--- src/rtl/shift_readout_sequencer.sv ---
// Readout scheduler for the shift-chain error counters. It snapshots the counters, then
// frames a sync/frame-number header, the serialized payload and an even-parity trailer.
//
// state   | meaning
// IDLE    | waiting for a manual request or a periodic tick
// SNAP    | snapshot strobe to the serializer, header word captured
// HEADER  | 16 header bits {SYNC_WORD, frame number}, MSB first
// PAYLOAD | serializer bits passed straight through to TX_DATA
// TRAILER | parity bit sent, frame number advanced
module shift_readout_sequencer #(
  parameter int         NUM_CHAINS  = 4,
  parameter int         CNT_WIDTH   = 16,
  parameter logic [7:0] SYNC_WORD   = 8'hA5,
  parameter int         SER_LATENCY = 1,
  parameter int         INT_WIDTH   = 24
) (
  input  logic                 DATA_CLK,
  input  logic                 RST,
  input  logic                 ENABLE,
  input  logic [INT_WIDTH-1:0] INTERVAL,
  input  logic                 READ_REQ,
  input  logic                 CLR_OVERRUN,
  input  logic                 SER_DATA,
  output logic                 SAVE_DATA,
  output logic                 SER_RST,
  output logic                 TX_DATA,
  output logic                 TX_VALID,
  output logic                 FRAME_START,
  output logic                 FRAME_END,
  output logic                 BUSY,
  output logic [7:0]           FRAME_NUM,
  output logic                 OVERRUN
);

  localparam int PAY_LEN = NUM_CHAINS * CNT_WIDTH;
  localparam int CW      = $clog2((PAY_LEN > 16) ? PAY_LEN : 16);

  localparam logic [CW-1:0]        HDR_LAST = CW'(15);
  localparam logic [CW-1:0]        PAY_LAST = CW'(PAY_LEN - 1);
  localparam logic [CW-1:0]        LAT_C    = CW'(SER_LATENCY);
  localparam logic [CW-1:0]        ONE_C    = CW'(1);
  localparam logic [INT_WIDTH-1:0] ONE_I    = INT_WIDTH'(1);

  typedef enum logic [2:0] {
    IDLE,
    SNAP,
    HEADER,
    PAYLOAD,
    TRAILER
  } state_t;

  state_t               state;
  logic [CW-1:0]        cnt;
  logic [15:0]          hdr;
  logic                 parity;
  logic [INT_WIDTH-1:0] icnt;
  logic                 int_en;
  logic                 tick;
  logic                 trigger;
  logic                 tx_data_c;

  assign int_en  = ENABLE && (INTERVAL != '0);
  // >= rather than == so a shrinking INTERVAL wraps at the next compare instead of rolling over
  assign tick    = int_en && (icnt >= (INTERVAL - ONE_I));
  assign trigger = READ_REQ | tick;

  always_ff @(posedge DATA_CLK) begin
    if (RST) begin
      state       <= IDLE;
      cnt         <= '0;
      hdr         <= '0;
      parity      <= 1'b0;
      icnt        <= '0;
      SAVE_DATA   <= 1'b0;
      SER_RST     <= 1'b1;
      TX_VALID    <= 1'b0;
      FRAME_START <= 1'b0;
      FRAME_END   <= 1'b0;
      BUSY        <= 1'b0;
      FRAME_NUM   <= '0;
      OVERRUN     <= 1'b0;
    end else begin
      if (!int_en || tick) begin
        icnt <= '0;
      end else begin
        icnt <= icnt + ONE_I;
      end

      if (trigger && (state != IDLE)) begin
        OVERRUN <= 1'b1;
      end else if (CLR_OVERRUN) begin
        OVERRUN <= 1'b0;
      end

      SAVE_DATA   <= 1'b0;
      FRAME_START <= 1'b0;
      FRAME_END   <= 1'b0;

      case (state)
        IDLE: begin
          if (trigger) begin
            state     <= SNAP;
            SAVE_DATA <= 1'b1;
            BUSY      <= 1'b1;
            hdr       <= {SYNC_WORD, FRAME_NUM};
            parity    <= 1'b0;
          end
        end
        SNAP: begin
          state       <= HEADER;
          cnt         <= HDR_LAST;
          TX_VALID    <= 1'b1;
          FRAME_START <= 1'b1;
          SER_RST     <= (HDR_LAST >= LAT_C);
        end
        HEADER: begin
          // serializer leaves reset SER_LATENCY cycles before the first payload bit
          if (cnt == '0) begin
            state   <= PAYLOAD;
            cnt     <= PAY_LAST;
            SER_RST <= 1'b0;
          end else begin
            cnt     <= cnt - ONE_C;
            SER_RST <= ((cnt - ONE_C) >= LAT_C);
          end
        end
        PAYLOAD: begin
          parity <= parity ^ SER_DATA;
          if (cnt == '0) begin
            state     <= TRAILER;
            FRAME_END <= 1'b1;
            SER_RST   <= 1'b1;
          end else begin
            cnt <= cnt - ONE_C;
          end
        end
        TRAILER: begin
          state     <= IDLE;
          BUSY      <= 1'b0;
          TX_VALID  <= 1'b0;
          FRAME_NUM <= FRAME_NUM + 8'd1;
        end
        default: begin
          state <= IDLE;
        end
      endcase
    end
  end

  always_comb begin
    tx_data_c = 1'b0;
    case (state)
      HEADER:  tx_data_c = hdr[cnt[3:0]];
      PAYLOAD: tx_data_c = SER_DATA;
      TRAILER: tx_data_c = parity;
      default: tx_data_c = 1'b0;
    endcase
  end

  assign TX_DATA = tx_data_c;

endmodule

--- config.mk ---
export PLATFORM = sky130hd
export DESIGN_NAME = shift_readout_sequencer
export DESIGN_NICKNAME = d
export VERILOG_FILES = /design/src/rtl/shift_readout_sequencer.sv
export SDC_FILE = /design/constraint.sdc
export NUM_CORES = 1
export LEC_CHECK = 0
export BUFFER_PORTS_ARGS = -buffer_cell sky130_fd_sc_hd__clkbuf_2
export CAP_MARGIN = 40
export CORE_MARGIN = 2
export CORE_UTILIZATION = 40
export DETAILED_ROUTE_END_ITERATION = 7
export GPL_TIMING_DRIVEN = 1
export PLACE_DENSITY = 0.57
export SETUP_SLACK_MARGIN = 0.05
export SLEW_MARGIN = 20
export SYNTH_ARGS = -nofsm -noshare
export SYNTH_HDL_FRONTEND = slang
export SYNTH_SLANG_ARGS = --single-unit
--- constraint.sdc ---
create_clock -name DATA_CLK -period 5.18 [get_ports DATA_CLK]
set_clock_uncertainty 0.2 [all_clocks]
set_input_delay 0.259 -clock DATA_CLK [delete_from_list [all_inputs] [get_ports DATA_CLK]]
set_output_delay 0.259 -clock DATA_CLK [all_outputs]
set_load 0.1 [all_outputs]
[After elaboration in Yosys (flattened, before gate mapping)]
Cells that the tools add are included.
Operators by class
  $add $sub $neg: 4
  $lt $le $gt $ge: 3
  eq/ne operators: 8
  multiplexer cells: 23
  bitwise gates (word level): 4
  reductions and logical operators: 23
Operators by type and width (number)
  adder 24 x 1 -> 24 bit (second input constant): 1
  greater-or-equal comparator 24 bit: 1
  nonzero test 24 bit: 1
  subtractor 24 x 1 -> 24 bit (second input constant): 1
  one-hot mux 6 bit (3 select lines): 1
  two-way mux 6 bit: 2
  one-hot mux 3 bit (4 select lines): 1
  two-way mux 1 bit: 10
  AND reduction 2 bit: 5
  two-way mux 3 bit: 3
  adder 8 x 1 -> 8 bit (second input constant): 1
  inequality test 2 bit (second input constant): 4
  nonzero test 2 bit: 4
  equality test 3 x 2 -> 1 bit (second input constant): 2
  greater-or-equal comparator 6 x 1 -> 1 bit (second input constant): 1
  logical NOT 6 bit: 1
  one-hot mux 1 bit (2 select lines): 3
  one-hot mux 1 bit (3 select lines): 2
  nonzero test 3 bit: 2
  OR reduction 2 bit: 3
  subtractor 6 x 1 -> 6 bit (second input constant): 1
  less-than comparator 4 x 5 -> 1 bit (second input constant): 1
  binary-select mux 1 bit (select 4 bit): 1
  equality test 3 x 1 -> 1 bit (second input constant): 1
  other kinds (9): 12
Word-level totals
  flip-flop bits (word level): 58
  input port bits: 30
  output and inout port bits: 16
  logic and storage cells: 78

[Longest topological paths before layout]
  depth after elaboration: 6
  mapped depth: 16
  mapped depth without buffers: 14

[Worst setup path before layout]
No wires, ideal clock.
  path type: input to register
  start point: in INTERVAL[3]
  end point: reg icnt[17]
  setup time: 0.064 ns
  arrival time: 3.479 ns
  data required time: 4.916 ns
  slack: 1.437 ns
  stages on the path: 15
  buffers on the path: 2
  cell sequence: or4_1 > nor4_4 > nand3_1 > or3_1 > nor4_1 > xnor2_1 > ha_1 > nand4_1 > nor4_1 > a221oi_1 > o211ai_1 > or3_1 > buf_2 > buf_4 > nor2_1
Between the ends
  cells in the longest elaborated chain, start to end: 5
  elaborated cells between the ends (all ways): 8
  those cells by class: add/sub: 1; order compare: 1; reduce/logical: 6
RTL lines
  start: declaration: line 20  | input logic [INT_WIDTH-1:0] INTERVAL,
  subtractor 24 x 1 -> 24 bit / nonzero test 24 bit (equally long branches): line 64, 62
  greater-or-equal comparator 24 bit / logical AND 1 bit (equally long branches): line 64, 62
  logical AND 1 bit / logical NOT 1 bit (equally long branches): line 64, 83
  logical OR 1 bit (*): line 83  | if (!int_en || tick) begin
  OR reduction 2 bit (no source line) (*)
  end signal: assignment: line 86  | icnt <= icnt + ONE_I;
  end: declaration: line 56  | logic [INT_WIDTH-1:0] icnt;
Mark *: on every way between the ends. The rest lies on a longest branch, timed or not.
A chain may end at the register's enable or synchronous reset.

[Final worst setup path]
  start point: in INTERVAL[3]
  end point: reg hdr[3]
Between the ends
  cells in the longest elaborated chain, start to end: 5
  elaborated cells between the ends (all ways): 7
  those cells by class: add/sub: 1; order compare: 1; bitwise: 1; reduce/logical: 4
RTL lines
  subtractor 24 x 1 -> 24 bit / nonzero test 24 bit (equally long branches): line 64, 62
  greater-or-equal comparator 24 bit / logical AND 1 bit (equally long branches): line 64, 62
  logical AND 1 bit (*): line 64  | assign tick = int_en && (icnt >= (INTERVAL - ONE_I));
  OR 1 bit (*): line 65  | assign trigger = READ_REQ | tick;
  AND reduction 2 bit (no source line) (*)
  end signal: assignment: line 105  | hdr <= {SYNC_WORD, FRAME_NUM};
  end: declaration: line 54  | logic [15:0] hdr;
Marks and branches as above.

==> flow_summary.ini <==
[yosys]
yosysWarningCount = 0
avgSynthCellArea_um2 = 8.68
synth.top_cells.by_area = dfxtp_1 (32%), ha_1 (10%), xnor2_1 (6.5%)
ys_seq_area_frac = 0.320
syn_nets = 478
synth.distinct_cells = 55
synthFlopType = dfxtp_1
synth-edff-count = 0
syn_inst = 418
synth-async-reset-ratio = 0
synth_top_area_cell = dfxtp_1
yosysTopAreaCellShare = 0.320
ys_seq_elements = 58
netlist_area_mm2 = 0.00363

[critical_path]
cp_data_arrival_time_ns = 4.12
setup.worst_path.start_class = input port
critPathMaxFanout = 10
cp.required_ns = 5.23
critPathKind = in -> reg
crit_start = INTERVAL[3]
end_kind = flop
r2r_start = icnt[11]$_SDFF_PP0_

[clocking]
clk_latency_ns = 0.33
cts_root_buf = clkbuf_8
cts-htree-levels = 3
path_clk_slew_ns = 0.07
cts_buffers = 9
cts_setup_buffers = 0
cts-resized-gates = 0
cts.sinks = 58
cts_tree = built
max-clock-path-buffers = 2
cts_hold_buf = 0

[routing]
drc_errors = 0
routed_wl_um = 7390
ant_nets = 0
dr.pass1.iters = 4
vias = 2980
viasPerCell = 5.19
drtIter0Drc = 104
routedWlPerCell_um = 12.9

[floorplan]
io_pins = 46
num_rows = 34
die_area_mm2 = 0.00985
chipHeight_um = 99.2
core_area_mm2 = 0.00876
initial_core_util = 0.414
chipWidth_um = 99.2

[power]
pwr-share-comb = 0.175
p_switching_mw = 0.348
clkPwrFrac = 0.423
sw_frac_of_total = 0.284
p_per_area_mw_per_mm2 = 294
seqPwrFrac = 0.402
p_int_mw = 0.879
peakVddDrop_v = 0.000117
power_leakage_nw = 1.64

[grt]
grt_pass1_vias = 2759
grt_pass1_wl_um = 12400
antenna_found_initial = 0
grt_start_max_net_pins = 45
grt.total_usage = 0.154
overflow = 0

[place]
place_congestion = 0.751
pre_cts_slack_ns = 0.728
place.detailed.hpwl_um = 5660
port_buffers = 45

[sta]
fin_setup_tns_ns = 0
fmax_mhz = 246
tightest_slew_ns = 0.755
rsz0062_at_grt = no
relSlewSlack = 0.493
finalSetupViolations = 0
min_period_ns = 4.06
hold_viol_final = 0
worst_slack_ns = 1.12
finalCritPeriodShare = 0.784
slew_viol_final = 0

[layout]
antenna_cells = 0
syn2layout_area_growth_pct = 15.3
nets = 521
finalCoreUtilization = 0.477
drive_gt1_frac = 0.155

[worst_hold_path]
worst_hold_startpoint = READ_REQ
hold_class = in -> reg

[flow_run]
cap_violations = 0

[status]
status = completed
==> cells in the mapped netlist (all sizes together) (11+ instances only) <==
library cell and n:
nand2b 21, a21oi 11, nor3 14, clkbuf 11
xnor2 27, nor2 61, nand3 15, mux2i 12
xor2 26, inv 14, dfxtp 58, ha 30
nand2 20
==> cell families (layout without fill, tap and decap cells) <==
kind of cell / count (synthesis) / after routing / share of synthesized area
flip-flops: 58 / 58 / 0.320
AND/OR/NAND/NOR: 183 / 183 / 0.267
XOR/XNOR: 53 / 53 / 0.128
multiplexers: 14 / 14 / 0.0455
AO/OA/AOI/OAI: 51 / 51 / 0.102
adder cells (fa/ha/maj): 30 / 30 / 0.103
buffers and inverters: 29 / 77 / 0.0345
==> final cells by class <==
type / count / area [um^2]
repair buffers: 47 / 240
well taps: 108 / 135
clock inverters: 6 / 114
flip-flops and latches: 58 / 1160
fillers: 862 / 4580
inverters: 14 / 52.6
multi-input cells: 331 / 2340
clock buffers: 10 / 138
==> worst paths after layout <==
path / endpoint / slack, ns / cells past startpoint
worst max-delay path: hdr[3]$_SDFFE_PP0P_ / 1.12 / 14
worst min-delay path: SAVE_DATA$_SDFF_PP0_ / 0.05 / 3
worst max register to register: hdr[8]$_SDFFE_PP0P_ / 2.50 / 7
worst min register to register: hdr[5]$_SDFFE_PP0P_ / 0.29 / 2
==> worst max-delay path, stage by stage <==
cell	delay, ns
clkbuf_2	0.10
or4_1	0.59
nor4_4	0.28
nand3_1	0.16
or3_1	0.40
nor4_1	0.24
xnor2_1	0.11
ha_1	0.32
nand4_1	0.12
nor4_1	0.35
nand4_1	0.14
o211ai_1	0.30
o211a_1	0.49
mux2i_1	0.23
==> registers in the layout (all words and copies together) (netlist names) <==
register	cells
TX_VALID	1
hdr	9
SER_RST	1
FRAME_START	1
cnt	6
SAVE_DATA	1
icnt	24
state	3
OVERRUN	1
FRAME_NUM	8
BUSY	1
parity	1
FRAME_END	1
==> placed cells by master (no fill, tap or decap), types with 5 or more instances in the layout <==
cell type	synthesis	final
a21oi_1	11	11
or3_1	5	5
a211oi_1	8	8
nand4_1	10	10
ha_1	30	30
nand2b_1	21	21
and3_1	10	10
nand2_1	20	20
mux2i_1	12	12
nor2_1	61	61
o21ai_0	7	7
inv_1	14	14
xor2_1	26	26
nor3_1	13	13
dfxtp_1	58	58
xnor2_1	27	27
clkbuf_8	0	10
nor4_1	5	5
clkbuf_2	0	45
nand3_1	15	15
==> per-stage QoR <==
step                power [mW]  hold slack (ns)  area (um^2)  cells
floorplan                0.665            0.224         3630    418
global placement         0.714            0.258         3930    558
detailed placement       0.718            0.266         3930    558
CTS                       1.24           0.0390         4180    574
global route              1.28           0.0381         4180    574
finish                    1.23           0.0499         4180    574
==> power groups by stage <==
stage / clock network, mW / registers, mW / logic (mW)
global placement: 0 / 0.503 / 0.211
detailed placement: 0 / 0.503 / 0.215
finish: 0.520 / 0.493 / 0.214
floorplan: 0 / 0.521 / 0.144
CTS: 0.530 / 0.493 / 0.216
global route: 0.550 / 0.497 / 0.237
==> layer usage <==
metal,up-vias,part of all wire,GRT usage
met5,-,0,0
met4,0,0.010,0.0622
met3,6,0.031,0.0309
met2,51,0.46,0.250
met1,1347,0.50,0.201
li1,1576,-,-
No activity file was read; power rests on OpenSTA's default activity.
